[src/rtl/hazard_pkg.sv]
// Hazard control shared types: FSM state enum, register-address width,
// zero-register constant and the load-use detect helper.
package hazard_pkg;

  localparam int REG_ADDR_W = 5;

  localparam logic [REG_ADDR_W-1:0] ZERO_REG = '0;

  typedef enum logic [1:0] {
    RUN        = 2'd0,
    LOAD_STALL = 2'd1,
    MEM_WAIT   = 2'd2,
    FLUSH      = 2'd3
  } hz_state_e;

  function automatic logic load_use_f(
    input logic                  mem_read,
    input logic [REG_ADDR_W-1:0] ex_rt,
    input logic [REG_ADDR_W-1:0] rs,
    input logic [REG_ADDR_W-1:0] rt,
    input logic                  uses_rt
  );
    return mem_read && (ex_rt != ZERO_REG) &&
           ((ex_rt == rs) || (uses_rt && (ex_rt == rt)));
  endfunction

endpackage

[src/rtl/sat_counter.sv]
// Saturating up-counter with synchronous clear.
// Ports: clock, inc (count enable), clear (sync, wins over inc), count.
module sat_counter #(
  parameter int WIDTH = 16
) (
  input  logic             clock,
  input  logic             inc,
  input  logic             clear,
  output logic [WIDTH-1:0] count
);

  always_ff @(posedge clock) begin
    if (clear)
      count <= '0;
    else if (inc && (count != '1))
      count <= count + 1'b1;
  end

endmodule

[src/rtl/pipeline_hazard_ctrl.sv]
// Pipeline hazard controller: load-use stall, branch flush, memory freeze.
// Ports: clock, reset_n (sync, active-low), ID/EX hazard fields, pipe enables/flushes, state, stall_cycles.
module pipeline_hazard_ctrl
  import hazard_pkg::*;
#(
  parameter int FLUSH_CYCLES = 1,
  parameter int STALL_CNT_W  = 16
) (
  input  logic                   clock,
  input  logic                   reset_n,
  input  logic [4:0]             id_rs,
  input  logic [4:0]             id_rt,
  input  logic                   id_uses_rt,
  input  logic                   ex_mem_read,
  input  logic [4:0]             ex_rt,
  input  logic                   branch_taken,
  input  logic                   mem_busy,
  output logic                   pc_write,
  output logic                   if_id_write,
  output logic                   if_id_flush,
  output logic                   id_ex_flush,
  output logic [1:0]             state,
  output logic [STALL_CNT_W-1:0] stall_cycles
);

  localparam logic [3:0] FC_RELOAD = 4'(FLUSH_CYCLES - 1);

  hz_state_e  cur_st;
  hz_state_e  nxt_st;
  logic [3:0] fcnt;
  logic [3:0] fcnt_nxt;
  logic       load_use;

  assign load_use = load_use_f(ex_mem_read, ex_rt,
                               id_rs, id_rt, id_uses_rt);
  assign state = cur_st;

  always_comb begin
    pc_write    = 1'b1;
    if_id_write = 1'b1;
    if_id_flush = 1'b0;
    id_ex_flush = 1'b0;
    nxt_st      = RUN;
    fcnt_nxt    = fcnt;
    if (!reset_n) begin
      // Bubble both pipeline registers on the reset edge.
      pc_write    = 1'b0;
      if_id_write = 1'b0;
      if_id_flush = 1'b1;
      id_ex_flush = 1'b1;
      fcnt_nxt    = '0;
    end else begin
      unique case (cur_st)
        FLUSH: begin
          if (mem_busy) begin
            pc_write    = 1'b0;
            if_id_write = 1'b0;
            nxt_st      = FLUSH;
          end else begin
            if_id_flush = 1'b1;
            id_ex_flush = 1'b1;
            if (fcnt != 4'd0)
              fcnt_nxt = fcnt - 4'd1;
            // Last flush cycle is the one that drains fcnt to zero.
            nxt_st = (fcnt > 4'd1) ? FLUSH : RUN;
          end
        end
        RUN, LOAD_STALL, MEM_WAIT: begin
          if (mem_busy) begin
            pc_write    = 1'b0;
            if_id_write = 1'b0;
            nxt_st      = MEM_WAIT;
          end else if (branch_taken) begin
            if_id_flush = 1'b1;
            id_ex_flush = 1'b1;
            fcnt_nxt    = FC_RELOAD;
            nxt_st      = (FLUSH_CYCLES > 1) ? FLUSH : RUN;
          end else if (load_use && (cur_st != LOAD_STALL)) begin
            pc_write    = 1'b0;
            if_id_write = 1'b0;
            id_ex_flush = 1'b1;
            nxt_st      = LOAD_STALL;
          end
        end
        default: nxt_st = RUN;
      endcase
    end
  end

  always_ff @(posedge clock) begin
    if (!reset_n) begin
      cur_st <= RUN;
      fcnt   <= '0;
    end else begin
      cur_st <= nxt_st;
      fcnt   <= fcnt_nxt;
    end
  end

  sat_counter #(
    .WIDTH(STALL_CNT_W)
  ) u_stall_cnt (
    .clock(clock),
    .inc  (reset_n & ~pc_write),
    .clear(~reset_n),
    .count(stall_cycles)
  );

endmodule

[config.mk]
export PLATFORM = sky130hd
export DESIGN_NAME = pipeline_hazard_ctrl
export DESIGN_NICKNAME = d
export VERILOG_FILES = /design/src/rtl/hazard_pkg.sv /design/src/rtl/sat_counter.sv /design/src/rtl/pipeline_hazard_ctrl.sv
export SDC_FILE = /design/constraint.sdc
export NUM_CORES = 1
export LEC_CHECK = 0
export BUFFER_PORTS_ARGS = -buffer_cell sky130_fd_sc_hd__buf_2
export CAP_MARGIN = 20
export CORE_MARGIN = 5
export CORE_UTILIZATION = 54
export DETAILED_ROUTE_END_ITERATION = 10
export GPL_TIMING_DRIVEN = 0
export HOLD_SLACK_MARGIN = 0.12
export PLACE_DENSITY = 0.82
export SKIP_CTS_REPAIR_TIMING = 1
export SYNTH_ARGS = -nofsm -noshare
export SYNTH_HDL_FRONTEND = slang
export SYNTH_SLANG_ARGS = --single-unit
export TNS_END_PERCENT = 50
[constraint.sdc]
create_clock -name clock -period 3.5 [get_ports clock]
set_input_delay 0.7 -clock clock [delete_from_list [all_inputs] [get_ports clock]]
set_output_delay 0.7 -clock clock [all_outputs]
set_load 0.01 [all_outputs]
==> reports/metrics.csv, run 1 <==
stage,metric,value,unit
sta,Min Hold Slack,0.4926,ns
layout,"commonest non-fill, non-tap cell in the layout",buf_2,
sta,Peak Freq,314.4,MHz
sta,post-route clock skew,0.002920,ns
routing,DR iter-0 viols,35,
routing,Antenna Nets Post-Route,0,
worst_setup_path,R2R cell count,6,
floorplan,Die ar.,3619,sq um
yosys,Synthesized Nets,185,
yosys,syn avg cell area,8.440,sq um
routing,vias per inst,5.542,
clock_tree,Skew-Pair Late Insertion Delay,0.31,ns
clock_tree,clock-pin slew on the worst setup and hold paths,0.12,ns
floorplan,core area,2432,sq um
sta,Final Cycle Share,0.9088,
layout,FILL cells,197,
global_routing,antenna violations before repair,0,
clock_tree,H-Tree Depth,1,
sta,setup violators final,0,
layout,Antenna Cells,0,
worst_setup_path,CP Class,input pin to primary output,
sta,setup TNS,0,ns
yosys,number of synthesized register bits,22,
global_routing,GR Util All Layers,0.1873,
routing,drt wl/cell,13.24,microns
worst_setup_path,CP Data Arrival Time,2.48,ns
sta,worst slew pin tran,0.5759,ns
worst_setup_path,crit end category,primary output,
worst_setup_path,Worst Path Required,2.80,ns
place,DP Wirelength,2487,microns
clock_tree,total CTS buffers,3,
routing,routed via count,1308,
layout,most frequent cells in the layout,"buf_2 (41), nand2_1 (27), dfxtp_1 (22)",
worst_setup_path,maximum fanout along the worst path,10,
clock_tree,Longest Clk Path Bufs,2,
layout,fin nets,231,
power_and_ir_drop,Peak VDD IR,0.0001913,V
sta,minimum clock period after layout,3.181,ns
floorplan,die height,60.16,microns
yosys,Post-Syn Area,1359,sq um
floorplan,io pins,43,
global_routing,largest net degree at the start of global routing,13,
clock_tree,root buffer cell,clkbuf_4,
run_status,outcome,completed,
clock_tree,clock sinks,22,
routing,DRC viols,0,
floorplan,Rows,18,
global_routing,gr ovfl total,0,
yosys,Yosys warnings,0,
layout,share of layout cells above drive strength 1,0.2573,
layout,Layout area overhead,20.53,%
routing,Total Routed Length,3125,microns
yosys,sequential area share after synthesis,0.3241,
clock_tree,CTS tree,built,
run,Max Cap Viol,0,
routing,DRT Pass-1 Iters,4,
floorplan,Initial Utilization,0.5586,
worst_hold_path,HP Class,flip-flop to flip-flop,
yosys,Synth cell types,38,
global_routing,global-route wire length before repair,5326,microns
worst_setup_path,Startpoint Class,input pin,
layout,Storage cell area,440.4,sq um
sta,Fin. Hold Viols,0,
floorplan,Die X,60.16,microns
power_and_ir_drop,PD cells,297.8,nW/um^2
worst_hold_path,Hold Path Depth,2,
place,port bufs,41,
sta,max-slew violation count,0,
yosys,Mapped Cells,161,
layout,Multi-input gate area,858.3,sq um
global_routing,vias in the first global route,1283,
power_and_ir_drop,Pwr Total,487.8,uW
power_and_ir_drop,Leak,0.6637,nW
place,RePlAce Congestion,0.8841,
sta,RSZ-0062 raised after global routing,no,
sta,Slew headroom,0.6148,
-- path summary, 6_finish.rpt --
check	from	to	slack [ns]
worst min register to register	u_stall_cnt.count[15]$_SDFFE_PN0P_	u_stall_cnt.count[15]$_SDFFE_PN0P_	0.49
worst max register to register	u_stall_cnt.count[0]$_SDFFE_PN0P_	u_stall_cnt.count[8]$_SDFFE_PN0P_	1.44
worst max-delay path	ex_rt[1]	pc_write	0.32
worst min-delay path	u_stall_cnt.count[15]$_SDFFE_PN0P_	u_stall_cnt.count[15]$_SDFFE_PN0P_	0.49
-- synth_stat cells, drive strengths merged --
cell type / instances / area, sq um
or4: 3 / 22.52
buf: 3 / 30.03
mux2i: 15 / 150.1
o31ai: 2 / 15.01
o21a: 2 / 15.01
nor4b: 1 / 8.760
xnor2: 10 / 87.58
or3: 1 / 6.260
o41ai: 1 / 27.53
o31a: 1 / 8.760
nand2: 28 / 107.6
nor3b: 2 / 15.01
o22ai: 1 / 6.260
nand4: 5 / 31.28
o21ai: 2 / 10.00
a211oi: 1 / 7.510
nor2: 7 / 26.28
nand3: 5 / 25.02
clkbuf: 4 / 15.01
nand2b: 6 / 37.54
and3: 2 / 13.77
and2: 1 / 6.260
nor2b: 3 / 18.77
nor3: 7 / 35.03
nor4: 9 / 56.30
a21boi: 2 / 15.01
inv: 4 / 15.01
and4: 2 / 17.52
or2: 1 / 6.260
dfxtp: 22 / 440.4
ha: 3 / 37.54
a21oi: 3 / 26.28
xor2: 2 / 17.52
-- worst max-delay path: stages --
cell and delay (ns):
buf_2 0.12, or4_1 0.51, o21ai_1 0.17, nor3_1 0.10, a21oi_4 0.32, buf_6 0.19
and2_1 0.15, buf_4 0.11, buf_2 0.11
-- per-stage QoR --
step,utilization,worst slack (ns),cell area [sq um],std cells
floorplan,-,0.6400,1359,161
global placement,0.6584,0.3325,1602,232
detailed placement,0.6584,0.3215,1602,232
CTS,0.6734,0.3134,1638,236
global route,0.6734,0.2427,1638,236
finish,0.6734,0.3192,1638,236
-- cells by family (layout without fill, tap and decap cells) --
kind of cell,Yosys count,count (layout),share of synthesized area
simple gates,83,83,0.3195
mux,15,15,0.1105
xor+xnor,12,12,0.07735
buf+inv,11,56,0.04419
compound gates,15,15,0.09668
flops,22,22,0.3241
fa+ha+maj,3,3,0.02763
-- metal layers --
layer | vias to the layer above | share of wire | track usage
li1 | 667 | - | -
met1 | 595 | 0.44 | 0.2198
met2 | 38 | 0.48 | 0.3287
met3 | 8 | 0.062 | 0.04104
met4 | 0 | 0.014 | 0.06962
met5 | - | 0 | 0
-- flip-flops by register name (all words and copies together) (netlist names) --
name / count
fcnt: 4
u_stall_cnt.count: 16
state: 2
-- power by group --
group	switching [mW]	leakage [nW]	internal, mW
logic	0.0444	0.465	0.0383
clock network	0.0776	0.0210	0.0635
registers	0.00760	0.178	0.256
-- final cells by class --
cell class	instances	area share
multi-input combinational	128	0.5241
sequential	22	0.2689
timing repair buffer	41	0.1253
buffer	7	0.02750
tap	30	0.02292
clock buffer	4	0.02215
inverter	4	0.009167
No activity file was read; power rests on OpenSTA's default activity.
==> run 2: changes to the inputs <==
CORE_MARGIN = not set   (was 5)
==> run 2 against run 1 <==
Against the previous run: non-clock buffer count stayed put; clock power rose by 43%; first-iteration DRC count up 23%; maximum frequency increased by 1.0%; via count grew 1.8%; design area grew 0.84%; largest power group unchanged.
==> reports/metrics.csv, run 2 (synthesized netlist as in run 1, its figures left out) <==
stage,metric,value,unit
power_and_ir_drop,PD cells,331.5,nW/um^2
floorplan,io pins,43,
routing,drt wl/cell,13.42,microns
clock_tree,CTS tree,built,
routing,routed via count,1332,
global_routing,global-route wire length before repair,5257,microns
worst_setup_path,CP Data Arrival Time,2.45,ns
worst_setup_path,Worst Path Required,2.80,ns
sta,Min Hold Slack,0.5021,ns
power_and_ir_drop,Pwr Total,547.5,uW
sta,Slew headroom,0.5777,
global_routing,antenna violations before repair,0,
worst_setup_path,Startpoint Class,input pin,
routing,vias per inst,5.692,
place,RePlAce Congestion,0.8337,
routing,DRC viols,0,
clock_tree,clock-pin slew on the worst setup and hold paths,0.13,ns
floorplan,core area,2297,sq um
sta,minimum clock period after layout,3.149,ns
worst_hold_path,Hold Path Depth,2,
layout,Top reg by flops,u_stall_cnt.count,
floorplan,Die ar.,2721,sq um
routing,DR iter-0 viols,43,
worst_setup_path,R2R cell count,6,
run,Max Cap Viol,0,
power_and_ir_drop,Peak VDD IR,0.0002308,V
power_and_ir_drop,Leak,0.6706,nW
layout,"commonest non-fill, non-tap cell in the layout",buf_2,
sta,Peak Freq,317.6,MHz
floorplan,Die X,52.16,microns
worst_setup_path,CP startpoint,ex_rt[1],
worst_setup_path,maximum fanout along the worst path,10,
global_routing,largest net degree at the start of global routing,14,
layout,fin nets,231,
layout,Largest register FFs,16,
clock_tree,H-Tree Depth,1,
floorplan,Initial Utilization,0.5915,
worst_setup_path,r2r startpoint,u_stall_cnt.count[3]$_SDFFE_PN0P_,
place,port bufs,41,
floorplan,die height,52.16,microns
floorplan,Rows,17,
global_routing,vias in the first global route,1260,
clock_tree,root buffer cell,clkbuf_4,
clock_tree,clock sinks,22,
routing,DRT Pass-1 Iters,4,
clock_tree,Skew-Pair Late Insertion Delay,0.32,ns
sta,fin worst setup slack,0.3513,ns
sta,worst slew pin tran,0.6296,ns
sta,max-slew violation count,0,
worst_setup_path,CP Class,input pin to primary output,
clock_tree,total CTS buffers,3,
layout,Layout area overhead,21.55,%
layout,Antenna Cells,0,
sta,setup violators final,0,
run_status,outcome,completed,
worst_hold_path,hold_sp,u_stall_cnt.count[15]$_SDFFE_PN0P_,
routing,Total Routed Length,3141,microns
clock_tree,Longest Clk Path Bufs,2,
global_routing,gr ovfl total,0,
worst_hold_path,HP Class,flip-flop to flip-flop,
global_routing,GR Util All Layers,0.2562,
sta,Fin. Hold Viols,0,
sta,Final Cycle Share,0.8996,
sta,post-route clock skew,0.01169,ns
sta,setup TNS,0,ns
place,DP Wirelength,2404,microns
routing,Antenna Nets Post-Route,0,
worst_setup_path,crit end category,primary output,
layout,most frequent cells in the layout,"buf_2 (41), nand2_1 (27), dfxtp_1 (22)",
sta,RSZ-0062 raised after global routing,no,
layout,share of layout cells above drive strength 1,0.2573,
place,DP Worst Slack,0.3581,ns
run 2: cell count changes in the layout (fill, tap and decap cells not counted), sizes merged:
| cell | before | now |
|---|---|---|
| clkbuf | 8 | 7 |
| bufinv | 0 | 1 |
run 2: area by class of cell:
class / instances / area (sq um)
plain buffers: 7 / 45.04
clock buffers: 3 / 22.52
clock inverters: 1 / 30.03
fillers: 197 / 645.6
inverters: 4 / 15.01
multi-input cells: 128 / 858.3
flip-flops and latches: 22 / 440.4
well taps: 28 / 35.03
repair buffers: 41 / 205.2
run 2: worst paths after layout:
path / endpoint / slack, ns
worst max-delay path: pc_write / 0.35
worst min-delay path: u_stall_cnt.count[15]$_SDFFE_PN0P_ / 0.50
worst max register to register: u_stall_cnt.count[15]$_SDFFE_PN0P_ / 1.38
worst min register to register: u_stall_cnt.count[15]$_SDFFE_PN0P_ / 0.50
run 2: power breakdown:
group          internal [mW]  total (mW)  switching (mW)
combinational         0.0386      0.0826          0.0440
clock                  0.116       0.201          0.0853
sequential             0.256       0.264         0.00739
run 2: per-stage QoR:
step | utilization | instances | cell area, sq um
2_1_floorplan | - | 161 | 1359
3_3_place_gp | 0.6961 | 230 | 1599
3_5_place_dp | 0.6961 | 230 | 1599
4_1_cts | 0.7190 | 234 | 1652
5_1_grt | 0.7190 | 234 | 1652
6_report | 0.7190 | 234 | 1652
run 2: critical path: stages:
cell and delay, ns:
buf_2 0.12, or4_1 0.51, o21ai_1 0.16, nor3_1 0.10
a21oi_4 0.31, buf_6 0.19, and2_1 0.14, buf_4 0.11
buf_2 0.11
run 2: routing by layer:
layer	share of wire	track usage
met5	0	0
met4	0.019	0.1140
met3	0.054	0.03509
met2	0.49	0.4658
met1	0.43	0.2931
==> run 3: changes to the inputs <==
ABC_AREA = 1   (was not set)
BUFFER_PORTS_ARGS = not set   (was -buffer_cell sky130_fd_sc_hd__buf_2)
CORE_UTILIZATION = 55   (was 54)
DONT_BUFFER_PORTS = 1   (was not set)
PLACE_DENSITY = 0.68   (was 0.82)
==> run 3 against run 2 <==
Against the previous run: sequential power about the same; sequential share of layout area decreased by 0.081 points; synthesized area grew 16%; non-clock buffer count down 41; clock power down 29%; clock skew is 0.0091 ns lower; hold slack gained 0.025 ns; combinational power shrank 18%; register-to-register slack gained 0.18 ns; critical endpoint unchanged.
==> reports/metrics.csv, run 3 <==
stage,metric,value,unit
power_and_ir_drop,Peak VDD IR,0.0002442,V
sta,RSZ-0062 raised after global routing,no,
yosys,synth top area cells,"dfxtp_1 (28%), nand2_1 (12%), nand4_1 (7.1%)",
yosys,top post-synthesis cells by count,"nand2_1 (50), inv_1 (29), nor2_1 (23), dfxtp_1 (22), nand4_1 (18)",
worst_setup_path,CP Data Arrival Time,1.92,ns
worst_setup_path,Worst Path Required,2.80,ns
layout,"Core Util, Final",0.6060,
run,Max Cap Viol,0,
yosys,Post-Syn Area,1582,sq um
routing,drt wl/cell,12.87,microns
yosys,cell accounting for the most synthesized area,dfxtp_1,
clock_tree,Skew-Pair Late Insertion Delay,0.31,ns
worst_setup_path,crit end category,primary output,
global_routing,largest net degree at the start of global routing,13,
layout,"commonest non-fill, non-tap cell in the layout",nand2_1,
worst_setup_path,Startpoint Class,input pin,
layout,Antenna Cells,0,
sta,worst slew pin tran,0.6891,ns
layout,Top reg by flops,u_stall_cnt.count,
floorplan,Die X,55.63,microns
sta,setup violators final,0,
sta,max-slew violation count,0,
layout,design area,1657,sq um
power_and_ir_drop,Leak,0.7017,nW
floorplan,Rows,19,
global_routing,global-route wire length before repair,5899,microns
global_routing,antenna violations before repair,0,
floorplan,core area,2734,sq um
routing,Total Routed Length,3450,microns
floorplan,Die ar.,3094,sq um
place,Area after DPL,1620,sq um
yosys,post-synth top area share,0.2785,
layout,most frequent cells in the layout,"nand2_1 (50), inv_1 (29), nor2_1 (23)",
floorplan,Initial Utilization,0.5785,
layout,Layout area overhead,4.747,%
place,DP Wirelength,2681,microns
yosys,syn avg cell area,6.788,sq um
yosys,most frequent cell after synthesis,nand2_1,
routing,Antenna Nets Post-Route,0,
clock_tree,CTS tree,built,
routing,DR iter-0 viols,65,
global_routing,gr ovfl total,0,
place,port bufs,0,
global_routing,vias in the first global route,1399,
sta,Min Hold Slack,0.5266,ns
power_and_ir_drop,PD cells,284.0,nW/um^2
yosys,number of synthesized flops with an enable pin,0,
global_routing,GR Util All Layers,0.2354,
routing,routed via count,1476,
sta,setup TNS,0,ns
routing,vias per inst,5.507,
clock_tree,clock-pin slew on the worst setup and hold paths,0.12,ns
layout,Largest register FFs,16,
sta,post-route clock skew,0.002581,ns
worst_hold_path,Hold Path Depth,2,
yosys,Yosys warnings,0,
layout,share of layout cells above drive strength 1,0.1646,
sta,Final Cycle Share,0.7491,
worst_hold_path,HP Class,flip-flop to flip-flop,
routing,DRT Pass-1 Iters,4,
clock_tree,total CTS buffers,3,
worst_setup_path,R2R cell count,10,
yosys,Synthesized Nets,257,
yosys,Synth cell types,32,
worst_setup_path,CP Class,input pin to primary output,
yosys,Main synth FF type,dfxtp_1,
floorplan,io pins,43,
routing,DRC viols,0,
yosys,share of flip-flops with an asynchronous set or reset,0,
run_status,outcome,completed,
clock_tree,H-Tree Depth,1,
worst_setup_path,maximum fanout along the worst path,10,
sta,minimum clock period after layout,2.622,ns
clock_tree,Longest Clk Path Bufs,2,
yosys,number of synthesized register bits,22,
sta,Peak Freq,381.4,MHz
clock_tree,clock sinks,22,
floorplan,die height,55.63,microns
place,RePlAce Congestion,0.8532,
sta,Slew headroom,0.5406,
layout,fin nets,262,
yosys,Mapped Cells,233,
clock_tree,root buffer cell,clkbuf_4,
yosys,sequential area share after synthesis,0.2785,
sta,Fin. Hold Viols,0,
## run 3: cell families after synthesis
group | count (synthesis) | share of synthesized area
xor+xnor | 15 | 0.08307
fa+ha+maj | 3 | 0.02374
buf+inv | 42 | 0.1155
flops | 22 | 0.2785
compound gates | 27 | 0.1108
simple gates | 124 | 0.3885
## run 3: metrics by stage
stage,worst slack [ns],total power [mW],instances
global placement,0.8969,0.3327,264
global route,0.7448,0.4967,268
detailed placement,0.8602,0.3346,264
floorplan,1.039,0.3217,233
CTS,0.8607,0.4766,268
finish,0.8780,0.4704,268
## run 3: path summary, 6_finish.rpt
kind / start / endpoint / slack [ns]
setup / recovery: ex_rt[4] / pc_write / 0.88
hold / removal: fcnt[3]$_SDFFE_PN0P_ / fcnt[3]$_SDFFE_PN0P_ / 0.53
setup reg to reg: u_stall_cnt.count[0]$_SDFFE_PN0P_ / u_stall_cnt.count[7]$_SDFFE_PN0P_ / 1.56
hold reg to reg: fcnt[3]$_SDFFE_PN0P_ / fcnt[3]$_SDFFE_PN0P_ / 0.53
## run 3: power by group
| part | switching (mW) | total (mW) | internal, mW |
|---|---|---|---|
| registers | 0.00548 | 0.261 | 0.256 |
| clock network | 0.0781 | 0.142 | 0.0636 |
| logic | 0.0435 | 0.0675 | 0.0240 |
## run 3: metal layers
layer | global-route usage | up-vias | part of all wire
li1 | - | 756 | -
met1 | 0.2872 | 682 | 0.44
met2 | 0.4131 | 34 | 0.50
met3 | 0.05116 | 4 | 0.055
met4 | 0.07143 | 0 | 0.011
met5 | 0 | - | 0
## run 3: layout make-up
class	instances	area, sq um
Fill cell	273	1077
Clock buffer	4	36.28
Multi-Input combinational cell	169	958.4
Sequential cell	22	440.4
Inverter	35	131.4
Tap cell	31	38.79
Buffer	7	51.30
## run 3: worst max-delay path, stage by stage
cell	delay, ns
inv_1	0.07
nand2_1	0.05
nand2_1	0.06
nor2_1	0.04
nand3_1	0.05
nand2_1	0.10
nand3_1	0.10
nand2_2	0.14
buf_4	0.21
nor2_1	0.22
buf_4	0.17
